<file path="config.mk">
export PLATFORM = sky130hd
export DESIGN_NAME = mem_access_unit
export DESIGN_NICKNAME = d
export VERILOG_FILES = /design/src/rtl/mem_access_unit.sv
export SDC_FILE = /design/constraint.sdc
export NUM_CORES = 1
export LEC_CHECK = 0
export BUFFER_PORTS_ARGS = -buffer_cell sky130_fd_sc_hd__buf_2
export CAP_MARGIN = 20
export CORE_MARGIN = 5
export CORE_UTILIZATION = 50
export DETAILED_ROUTE_END_ITERATION = 6
export GPL_ROUTABILITY_DRIVEN = 0
export PLACE_DENSITY = 0.87
export SYNTH_ARGS = -nofsm -noshare
export SYNTH_HDL_FRONTEND = slang
export SYNTH_SLANG_ARGS = --single-unit
</file>
<file path="constraint.sdc">
create_clock -name clk -period 4.3 [get_ports clk]
set_input_delay 0.43 -clock clk [delete_from_list [all_inputs] [get_ports clk]]
set_output_delay 0.43 -clock clk [all_outputs]
set_load 0.02 [all_outputs]
</file>
<file path="src/rtl/mem_access_unit.sv">
// Memory-stage controller: turns execute requests into block-RAM accesses and
// produces a registered writeback result, stalling execute for one cycle per load.
module mem_access_unit #(
    parameter int ADDR_W = 8
) (
    input  logic              clk,
    input  logic              rst,
    input  logic              ex_valid,
    output logic              ex_ready,
    input  logic              flush,
    input  logic              mem_rd_en,
    input  logic              mem_wr_en,
    input  logic              ex_reg_wr_en,
    input  logic [7:0]        alu_operation,
    input  logic [31:0]       alu_result,
    input  logic [31:0]       reg_data_b,
    input  logic [4:0]        rd_addr,
    output logic              ram_en,
    output logic [3:0]        ram_we,
    output logic [ADDR_W-1:0] ram_addr,
    output logic [31:0]       ram_wdata,
    input  logic [31:0]       ram_rdata,
    output logic              wb_valid,
    output logic              wb_reg_wr_en,
    output logic [4:0]        wb_rd_addr,
    output logic [31:0]       wb_data,
    output logic              misaligned_err
);

    localparam logic [7:0] OP_LB  = 8'h10;
    localparam logic [7:0] OP_LH  = 8'h11;
    localparam logic [7:0] OP_LW  = 8'h12;
    localparam logic [7:0] OP_LBU = 8'h13;
    localparam logic [7:0] OP_LHU = 8'h14;
    localparam logic [7:0] OP_SB  = 8'h18;
    localparam logic [7:0] OP_SH  = 8'h19;
    localparam logic [7:0] OP_SW  = 8'h1A;

    typedef enum logic {
        IDLE,
        LOAD_WAIT
    } state_t;

    state_t      state;
    logic [1:0]  ld_offset;
    logic [7:0]  ld_op;
    logic [4:0]  ld_rd;

    logic        accept;
    logic        illegal;
    logic        is_half;
    logic        is_word;
    logic        misaligned;
    logic        do_store;
    logic        do_load;
    logic [1:0]  offset;
    logic [3:0]  store_we;
    logic [31:0] store_wdata;
    logic [7:0]  lane_byte;
    logic [15:0] lane_half;
    logic [31:0] load_value;

    // Upper address bits are deliberately dropped so accesses wrap within the RAM.
    logic unused_addr_bits;
    assign unused_addr_bits = &{1'b0, alu_result[31:ADDR_W+2]};

    assign offset     = alu_result[1:0];
    assign ex_ready   = (state == IDLE);
    assign accept     = ex_valid && ex_ready && !flush;
    assign illegal    = mem_rd_en && mem_wr_en;
    assign is_half    = (alu_operation == OP_LH) || (alu_operation == OP_LHU) ||
                        (alu_operation == OP_SH);
    assign is_word    = (alu_operation == OP_LW) || (alu_operation == OP_SW);
    assign misaligned = (mem_rd_en || mem_wr_en) &&
                        ((is_half && offset[0]) || (is_word && (offset != 2'b00)));
    assign do_store   = accept && !illegal && !misaligned && mem_wr_en;
    assign do_load    = accept && !illegal && !misaligned && mem_rd_en;

    always_comb begin
        store_we    = 4'b0000;
        store_wdata = reg_data_b;
        case (alu_operation)
            OP_SB: begin
                store_we    = 4'b0001 << offset;
                store_wdata = {4{reg_data_b[7:0]}};
            end
            OP_SH: begin
                store_we    = 4'b0011 << offset;
                store_wdata = {2{reg_data_b[15:0]}};
            end
            OP_SW: begin
                store_we    = 4'b1111;
                store_wdata = reg_data_b;
            end
            default: begin
                store_we    = 4'b0000;
                store_wdata = reg_data_b;
            end
        endcase
    end

    // RAM strobes are gated by reset so nothing is written while the unit is held.
    assign ram_en    = !rst && (do_store || do_load);
    assign ram_we    = (!rst && do_store) ? store_we : 4'b0000;
    assign ram_addr  = alu_result[ADDR_W+1:2];
    assign ram_wdata = store_wdata;

    assign lane_half = ld_offset[1] ? ram_rdata[31:16] : ram_rdata[15:0];

    always_comb begin
        lane_byte = ram_rdata[7:0];
        case (ld_offset)
            2'd0: lane_byte = ram_rdata[7:0];
            2'd1: lane_byte = ram_rdata[15:8];
            2'd2: lane_byte = ram_rdata[23:16];
            2'd3: lane_byte = ram_rdata[31:24];
            default: lane_byte = ram_rdata[7:0];
        endcase
    end

    always_comb begin
        load_value = ram_rdata;
        case (ld_op)
            OP_LB:   load_value = {{24{lane_byte[7]}}, lane_byte};
            OP_LBU:  load_value = {24'h0, lane_byte};
            OP_LH:   load_value = {{16{lane_half[15]}}, lane_half};
            OP_LHU:  load_value = {16'h0, lane_half};
            default: load_value = ram_rdata;
        endcase
    end

    always_ff @(posedge clk or posedge rst) begin
        if (rst) begin
            state          <= IDLE;
            ld_offset      <= 2'b00;
            ld_op          <= 8'h00;
            ld_rd          <= 5'd0;
            wb_valid       <= 1'b0;
            wb_reg_wr_en   <= 1'b0;
            wb_rd_addr     <= 5'd0;
            wb_data        <= 32'h0;
            misaligned_err <= 1'b0;
        end else begin
            wb_valid <= 1'b0;
            case (state)
                IDLE: begin
                    if (accept) begin
                        wb_rd_addr <= rd_addr;
                        if (illegal) begin
                            wb_valid       <= 1'b1;
                            wb_reg_wr_en   <= 1'b0;
                            misaligned_err <= 1'b0;
                        end else if (misaligned) begin
                            wb_valid       <= 1'b1;
                            wb_reg_wr_en   <= 1'b0;
                            misaligned_err <= 1'b1;
                        end else if (mem_wr_en) begin
                            wb_valid       <= 1'b1;
                            wb_reg_wr_en   <= 1'b0;
                            misaligned_err <= 1'b0;
                        end else if (mem_rd_en) begin
                            ld_offset <= offset;
                            ld_op     <= alu_operation;
                            ld_rd     <= rd_addr;
                            state     <= LOAD_WAIT;
                        end else begin
                            wb_valid       <= 1'b1;
                            wb_data        <= alu_result;
                            wb_reg_wr_en   <= ex_reg_wr_en;
                            misaligned_err <= 1'b0;
                        end
                    end
                end
                LOAD_WAIT: begin
                    state <= IDLE;
                    if (!flush) begin
                        wb_valid       <= 1'b1;
                        wb_data        <= load_value;
                        wb_reg_wr_en   <= 1'b1;
                        wb_rd_addr     <= ld_rd;
                        misaligned_err <= 1'b0;
                    end
                end
                default: state <= IDLE;
            endcase
        end
    end

endmodule

</file>
; After elaboration in Yosys (flattened, before gate mapping)
; Index checks and enable logic that the tools add are counted.
[totals]
ff_bits = 56
input_bits = 116
output_inout_bits = 86
wordCells = 106
[op_classes]
n_eq_ne = 20
shift = 2
muxes = 43
n_bitwise = 4
reduce_logical = 28
[op_table]
columns = op, n
row1 = two-way mux 32 bit, 6
row2 = one-hot mux 32 bit (2 select lines), 2
row3 = one-hot mux 32 bit (4 select lines), 1
row4 = "== test 8 x 5 -> 1 bit, second input constant", 10
row5 = one-hot mux 8 bit (4 select lines), 1
row6 = two-way mux 1 bit, 23
row7 = two-way mux 16 bit, 1
row8 = logical AND 1 bit, 12
row9 = one-hot mux 4 bit (3 select lines), 1
row10 = AND reduction 6 bit, 2
row11 = two-way mux 5 bit, 2
row12 = "inequality test 2 bit, second input constant", 5
row13 = one-hot mux 5 bit (2 select lines), 1
row14 = one-hot mux 1 bit (2 select lines), 4
row15 = logical OR 1 bit, 6
row16 = "inequality test 5 x 2 -> 1 bit, second input constant", 1
row17 = "== test 2 bit, second input constant", 2
row18 = zero test 1 bit, 4
row19 = two-way mux 4 bit, 1
row20 = NOT 1 bit, 4
row21 = "<< shifter 1 x 2 -> 4 bit, first input constant", 1
row22 = "<< shifter 2 x 2 -> 4 bit, first input constant", 1
row23 = AND reduction 3 bit, 1
row24 = "== test 2 x 1 -> 1 bit, second input constant", 1
row25 = 4 further kinds, 4

; Logic depth before layout (Yosys ltp)
; Gate-level depths: netlist of run 1.
[logic_depth]
depth_word = 11
ltp_mapped = 8
ltp_nobuf = 6

; Worst setup path after synthesis of run 1
; OpenSTA, ideal clock, no wires.
[synth_path]
path_kind = input to output
startpoint = input alu_operation[5]
endpoint = output ram_wdata[20]
arrival_time_ns = 1.898
required_ns = 3.870
setup_slack_ns = 1.972
cell_stages = 5
path_buffers = 1
path_cell_list = nor4b_1 -> nand3_1 -> nor2_2 -> buf_2 -> mux2_2
[synth_between]
elab_chain_cells = 2
elab_cells_between_ends = 3
classes_between = 2 x eq/ne / 1 x mux
[synth_lines]
columns = element, line_no
row1 = from (decl), 14  ; input logic [7:0] alu_operation,
row2 = == test 8 x 5 -> 1 bit, 82  ; case (alu_operation)
row3 = one-hot mux 32 bit (2 select lines) (*), 82
row4 = to (decl), 21  ; output logic [31:0] ram_wdata,
; Mark *: on every way between the ends. The rest lies on a longest branch, timed or not.

; Worst setup path in the final report of run 1
[layout_path]
startpoint = input alu_operation[5]
endpoint = output ram_wdata[24]
; The elaborated chain is that of the path after synthesis.

==> flow_metrics.py, run 1 <==
metrics = {
    "sta": {
        "grt_setup_unrepaired": "false",
        "timing.fmax_mhz": 324,
        "hold_viol": 0,
        "worstMarginPinSlew_ns": 0.892,
        "fin_tns_setup_ns": 0,
        "period_share_pct": 71.8,
        "period_minus_slack_ns": 3.09,
        "maxSlewHeadroom_pct": 40.5,
        "clock_skew_ns": 0.0173,
        "timing.final.max_slew_violations": 0,
        "finalSetupViolCount": 0,
    },
    "clocking": {
        "cts_tree": "done",
        "post_cts.repair.setup_buffers": 0,
        "clk_pin_slew_ns": 0.11,
        "post_cts_resized": 0,
        "ctsRootBufferMaster": "clkbuf_8",
        "clockBufferDepth": 2,
        "cts_sinks": 56,
        "cts_inserted_buffers": 5,
        "h-tree-depth": 2,
        "cts-hold-fix-buffers": 0,
        "clk_latency_ns": 0.32,
    },
    "global_routing": {
        "antenna_found_initial": 1,
        "grt_start_max_net_pins": 45,
        "grt.total_usage_pct": 25.8,
        "grt_pass1_wl_microns": 20600,
        "overflow": 0,
        "grt_pass1_vias": 4238,
    },
    "drt": {
        "wl_per_cell_microns": 17.9,
        "drtAntennaViolNets": 0,
        "drt_iter0_markers": 135,
        "first_pass_iters": 4,
        "postRouteWirelength_microns": 12700,
        "avgViaCountPerCell": 5.77,
        "drcViolationCount": 0,
        "vias": 4097,
    },
    "final_layout": {
        "syn2layout_area_growth_pct": 25.8,
        "drive_gt1_share_pct": 44.3,
        "instances_no_fill": 710,
        "fin_nets": 722,
    },
    "setup_path": {
        "cp_max_fo": 19,
        "slowest_stage": "nor4b_1",
        "cp.required_ns": 3.87,
        "crit_family": "simple AND/OR/NAND/NOR gates",
        "startpoint_type": "primary input",
        "path_cells": "buf_2, nor4b_1, nand3_1, nor2_2, buf_4, nor2_1, a21oi_1, buf_2",
        "end_kind": "output port",
        "cp.buffers_inverters": 3,
        "worstSetupPathType": "in -> out",
        "cpMostUsedCell": "buf_2",
        "slowest_delay_ns": 0.64,
        "cp_data_arrival_time_ns": 2.66,
    },
    "placement": {
        "dp_hpwl_microns": 10100,
        "dp.cells": 700,
        "io_buffers": 201,
    },
    "yosys": {
        "synth_edf_count": 0,
        "synth_top_area_share_pct": 36.0,
        "synth_top_cells_by_count": "56 x dfrtp_1, 52 x nor2_1, 49 x a21oi_1",
        "synth.most_common_cell": "dfrtp_1",
        "ys_top_cells_by_area": "dfrtp_1 36%, mux2_2 11%, a21oi_1 6.3%",
        "synth-seq-area-share_pct": 36.0,
        "async_flop_share_pct": 100,
        "ys_seq_elements": 56,
        "netlist_instances": 440,
        "ys.flop_type": "dfrtp_1",
        "ys_warn_count": 0,
        "syn_area_per_cell_sq_um": 8.84,
        "synth_nets": 556,
        "synth_top_area_cell": "dfrtp_1",
        "yosysUniqueCellTypes": 52,
        "synthesis.area_sq_mm": 0.00389,
    },
    "floorplan": {
        "die_w_microns": 98.2,
        "io_pins": 202,
        "coreArea_sq_mm": 0.00765,
        "start_util_pct": 50.8,
        "dieArea_sq_mm": 0.00964,
        "dieHeight_microns": 98.2,
        "rows": 32,
    },
    "power": {
        "irDropWorstVdd_uv": 185,
        "leakagePower_nw": 2.31,
        "powerDensity_mw_per_mm2": 367,
    },
    "job": {
        "drv_cap": 0,
    },
    "worst_hold_path": {
        "min_path_type": "in -> async",
    },
    "run_status": {
        "status": "finished, final reports clean",
    },
}
registers in the layout, indices dropped and copies added, names as in the netlist:
signal and cells:
wb_rd_addr 5, wb_reg_wr_en 1, ld_rd 5, state 1, ld_offset 2, misaligned_err 1
ld_op 8, wb_data 32, wb_valid 1
through the flow:
step / hold WS, ns / cell area, sq um / power, W / worst slack, ns / util, %
6_report: 0.159 / 4890 / 0.00180 / 1.21 / 64.0
5_1_grt: 0.192 / 4890 / 0.00191 / 0.994 / 64.0
4_1_cts: 0.173 / 4880 / 0.00180 / 1.19 / 63.8
3_5_place_dp: 0.462 / 4770 / 0.00145 / 1.22 / 62.4
3_3_place_gp: 0.454 / 4770 / 0.00142 / 1.27 / 62.4
2_1_floorplan: 0.459 / 3890 / 0.00122 / 1.97 / -
layer usage:
| layer | up-vias | GRT usage (%) | share of wire [%] |
|---|---|---|---|
| met4 | 0 | 9.45 | 3.5 |
| met5 | - | 0 | 0 |
| li1 | 1929 | - | - |
| met3 | 35 | 5.57 | 9.1 |
| met2 | 224 | 46.2 | 50 |
| met1 | 1909 | 30.1 | 37 |
final timing paths:
path | endpoint | cells after the start | slack [ns] | start
setup / recovery | ram_wdata[24] | 8 | 1.21 | alu_operation[5]
hold / removal | wb_data[15]$_DFFE_PP0P_ | 2 | 0.16 | rst
setup reg to reg | wb_data[22]$_DFFE_PP0P_ | 5 | 1.74 | ld_offset[1]$_DFFE_PP0P_
hold reg to reg | wb_data[27]$_DFFE_PP0P_ | 2 | 0.48 | wb_data[27]$_DFFE_PP0P_
max in group asynchronous | ld_op[4]$_DFFE_PP0P_ | 3 | 3.32 | rst
min in group clk | wb_valid$_DFF_PP0_ | 2 | 0.34 | flush
area by class of cell:
| cell class | instances | area [sq um] |
|---|---|---|
| Clock inverter | 2 | 38.8 |
| Antenna cell | 1 | 2.50 |
| Fill cell | 663 | 2760 |
| Clock buffer | 6 | 72.6 |
| Sequential cell | 56 | 1400 |
| Multi-Input combinational cell | 326 | 2170 |
| Timing Repair Buffer | 205 | 1040 |
| Tap cell | 102 | 128 |
| Inverter | 12 | 45.0 |
power breakdown:
group	internal (W)	switching [W]	leakage (nW)	total, W
combinational	0.000279	0.000409	1.58	0.000688
sequential	0.000639	0.000115	0.671	0.000755
clock	0.000176	0.000178	0.0558	0.000355
total	0.00109	0.000702	2.31	0.00180
logic make-up (layout without fill, tap and decap cells):
| family | count (synthesis) | in the layout | synth area share, % |
|---|---|---|---|
| and+or+nand+nor | 143 | 143 | 17.7 |
| AOI/OAI and AO/OA | 128 | 128 | 22.4 |
| buffers and inverters | 58 | 225 | 8.21 |
| DFF | 56 | 56 | 36.0 |
| muxes | 52 | 52 | 14.9 |
| xor gates and xnor gates | 3 | 3 | 0.676 |
| other | 0 | 1 | 0 |
layout by cell type (no fill, tap or decap), types with 2 or more instances in the layout:
master	instances
inv_1	9
o22ai_1	19
dfrtp_1	56
or3_1	3
nor3_1	25
xnor2_1	3
inv_2	2
mux2i_1	13
mux2_2	37
nand2b_1	2
o21ai_0	12
buf_2	201
clkbuf_8	5
a21oi_1	49
and2_1	2
a31oi_1	6
buf_4	4
nor2_1	52
a221oi_1	10
o31ai_1	16
a221oi_2	4
o21a_1	2
nand2_1	34
nor2b_1	4
nand3_1	9
worst reg2reg max path, stage by stage (launching register included):
cell and delay (ns):
dfrtp_1 0.73, o21ai_0 0.54, o21ai_0 0.24, o31ai_4 0.62, a21oi_1 0.10, o31ai_1 0.25
No activity file was read; power rests on OpenSTA's default activity.
==> inputs of run 2 (changes only) <==
Settings changed: CORE_UTILIZATION 50 to 42, PLACE_DENSITY 0.87 to 0.78.
Clock period 4.3 ns to 2.8 ns, I/O delays scaled along.
==> run 2 against run 1 <==
Compared with the run above: die area up 17%; core utilization down 10 points; sequential share of layout area down 0.23 points; critical path type unchanged; highest routed layer unchanged.
==> flow_metrics.py, run 2 (synthesis results as in run 1) <==
metrics = {
    "floorplan": {
        "rows": 35,
        "start_util_pct": 42.5,
        "coreArea_sq_mm": 0.00915,
        "dieArea_sq_mm": 0.0113,
        "io_pins": 202,
        "dieHeight_microns": 106,
        "die_w_microns": 106,
    },
    "setup_path": {
        "slowest_delay_ns": 0.51,
        "end_kind": "output port",
        "reg2reg_slack_ns": 0.47,
        "cp.buffers_inverters": 2,
        "reg2reg_to": "wb_data[29]$_DFFE_PP0P_",
        "worstSetupPathType": "in -> out",
        "path_cells": "buf_2, nor4b_1, nand3_1, nor3_2, mux2_2, buf_2",
        "cp_data_arrival_time_ns": 2.09,
        "startpoint_type": "primary input",
        "cp.required_ns": 2.52,
        "crit_family": "simple AND/OR/NAND/NOR gates",
        "cp_max_fo": 8,
        "ff2ff_path_depth": 5,
        "cpMostUsedCell": "buf_2",
        "r2r_start": "ld_offset[1]$_DFFE_PP0P_",
        "slowest_stage": "nor3_2",
    },
    "clocking": {
        "h-tree-depth": 2,
        "post_cts_resized": 0,
        "clk_pin_slew_ns": 0.11,
        "clk_latency_ns": 0.32,
        "post_cts.repair.setup_buffers": 0,
        "ctsRootBufferMaster": "clkbuf_8",
        "cts_tree": "done",
        "cts_inserted_buffers": 5,
        "clockBufferDepth": 2,
        "cts_sinks": 56,
        "cts-hold-fix-buffers": 0,
    },
    "drt": {
        "vias": 4064,
        "route.top_layer_used": "met4",
        "wl_per_cell_microns": 17.8,
        "met1_length_microns": 5020,
        "first_pass_iters": 4,
        "wl_met3_microns": 1160,
        "avgViaCountPerCell": 5.61,
        "drt_iter0_markers": 232,
        "drcViolationCount": 0,
        "postRouteWirelength_microns": 12900,
        "drtAntennaViolNets": 0,
        "dr_wl_met2_microns": 6540,
    },
    "run_status": {
        "status": "finished, final reports clean",
    },
    "sta": {
        "whs_ns": 0.105,
        "fin_tns_setup_ns": 0,
        "finalSetupViolCount": 0,
        "grt_setup_unrepaired": "false",
        "hold_viol": 0,
        "period_share_pct": 84.6,
        "worstMarginPinSlew_ns": 0.758,
        "maxSlewHeadroom_pct": 49.4,
        "period_minus_slack_ns": 2.37,
        "clock_skew_ns": 0.0132,
        "timing.final.max_slew_violations": 0,
        "timing.fmax_mhz": 422,
    },
    "final_layout": {
        "top_register": "wb_data",
        "largest_reg_flops": 32,
        "layout.cells.most_common": "buf_2",
        "nFillCells": 878,
        "largest_registers": "wb_data: 32 flops, ld_op: 8 flops",
        "antennaDiodeCount": 0,
        "instances_no_fill": 725,
        "syn2layout_area_growth_pct": 26.8,
        "drive_gt1_share_pct": 44.8,
        "fin_nets": 729,
        "final_cell_mix": "201 x buf_2, 56 x dfrtp_1, 52 x nor2_1",
    },
    "global_routing": {
        "grt_start_max_net_pins": 36,
        "grt.total_usage_pct": 22.7,
        "grt_pass1_wl_microns": 20700,
        "antenna_found_initial": 0,
        "grt_pass1_vias": 4112,
        "overflow": 0,
    },
    "placement": {
        "io_buffers": 201,
        "dp_hpwl_microns": 10300,
        "dp.cells": 717,
    },
    "power": {
        "powerDensity_mw_per_mm2": 550,
        "irDropWorstVdd_uv": 216,
        "leakagePower_nw": 2.33,
        "power_w": 0.00271,
    },
    "job": {
        "drv_cap": 0,
    },
    "worst_hold_path": {
        "min_path_type": "in -> async",
    },
}
-- run 2: changes by cell type in the layout (fill, tap and decap cells not counted) --
cell and delta:
clkbuf_8 +1, bufinv_16 -1, clkbuf_1 +1, inv_6 -1
buf_4 +7, diode_2 -1
-- run 2: metal layers --
layer | vias to the layer above | GRT usage [%]
li1 | 1939 | -
met1 | 1900 | 26.5
met2 | 208 | 41.5
met3 | 17 | 5.16
met4 | 0 | 5.92
met5 | - | 0
-- run 2: power by group --
part	total, W	internal (W)	switching [W]
Combinational	0.00110	0.000439	0.000657
Sequential	0.00114	0.000983	0.000152
Clock	0.000478	0.000203	0.000275
Total	0.00271	0.00163	0.00108
-- run 2: metrics by stage --
| step | utilization, % | worst slack [ns] | area, sq um |
|---|---|---|---|
| 2_1_floorplan | - | 0.772 | 3890 |
| 3_3_place_gp | 52.9 | 0.436 | 4840 |
| 3_5_place_dp | 52.9 | 0.417 | 4840 |
| 4_1_cts | 53.9 | 0.412 | 4930 |
| 5_1_grt | 53.9 | 0.241 | 4930 |
| 6_report | 53.9 | 0.431 | 4930 |
-- run 2: final cells by class --
cell class / count / area (sq um) / share of cell area [%]
Multi-Input combinational cell: 326 / 2170 / 43.9
Sequential cell: 56 / 1400 / 28.4
Timing Repair Buffer: 212 / 1090 / 22.1
Tap cell: 111 / 139 / 2.82
Clock buffer: 8 / 90.1 / 1.83
Inverter: 12 / 45.0 / 0.913
-- run 2: worst max path at each step --
| stage | startpoint | to | depth (start not counted) |
|---|---|---|---|
| finish | alu_operation[5] | ram_wdata[11] | 6 |
| global placement | alu_operation[5] | ram_wdata[10] | 6 |
| global route | ld_offset[1]$_DFFE_PP0P_ | wb_data[29]$_DFFE_PP0P_ | 6 |
| floorplan | alu_operation[5] | ram_wdata[20] | 5 |
| CTS | alu_operation[5] | ram_wdata[11] | 6 |
| detailed placement | alu_operation[5] | ram_wdata[11] | 6 |
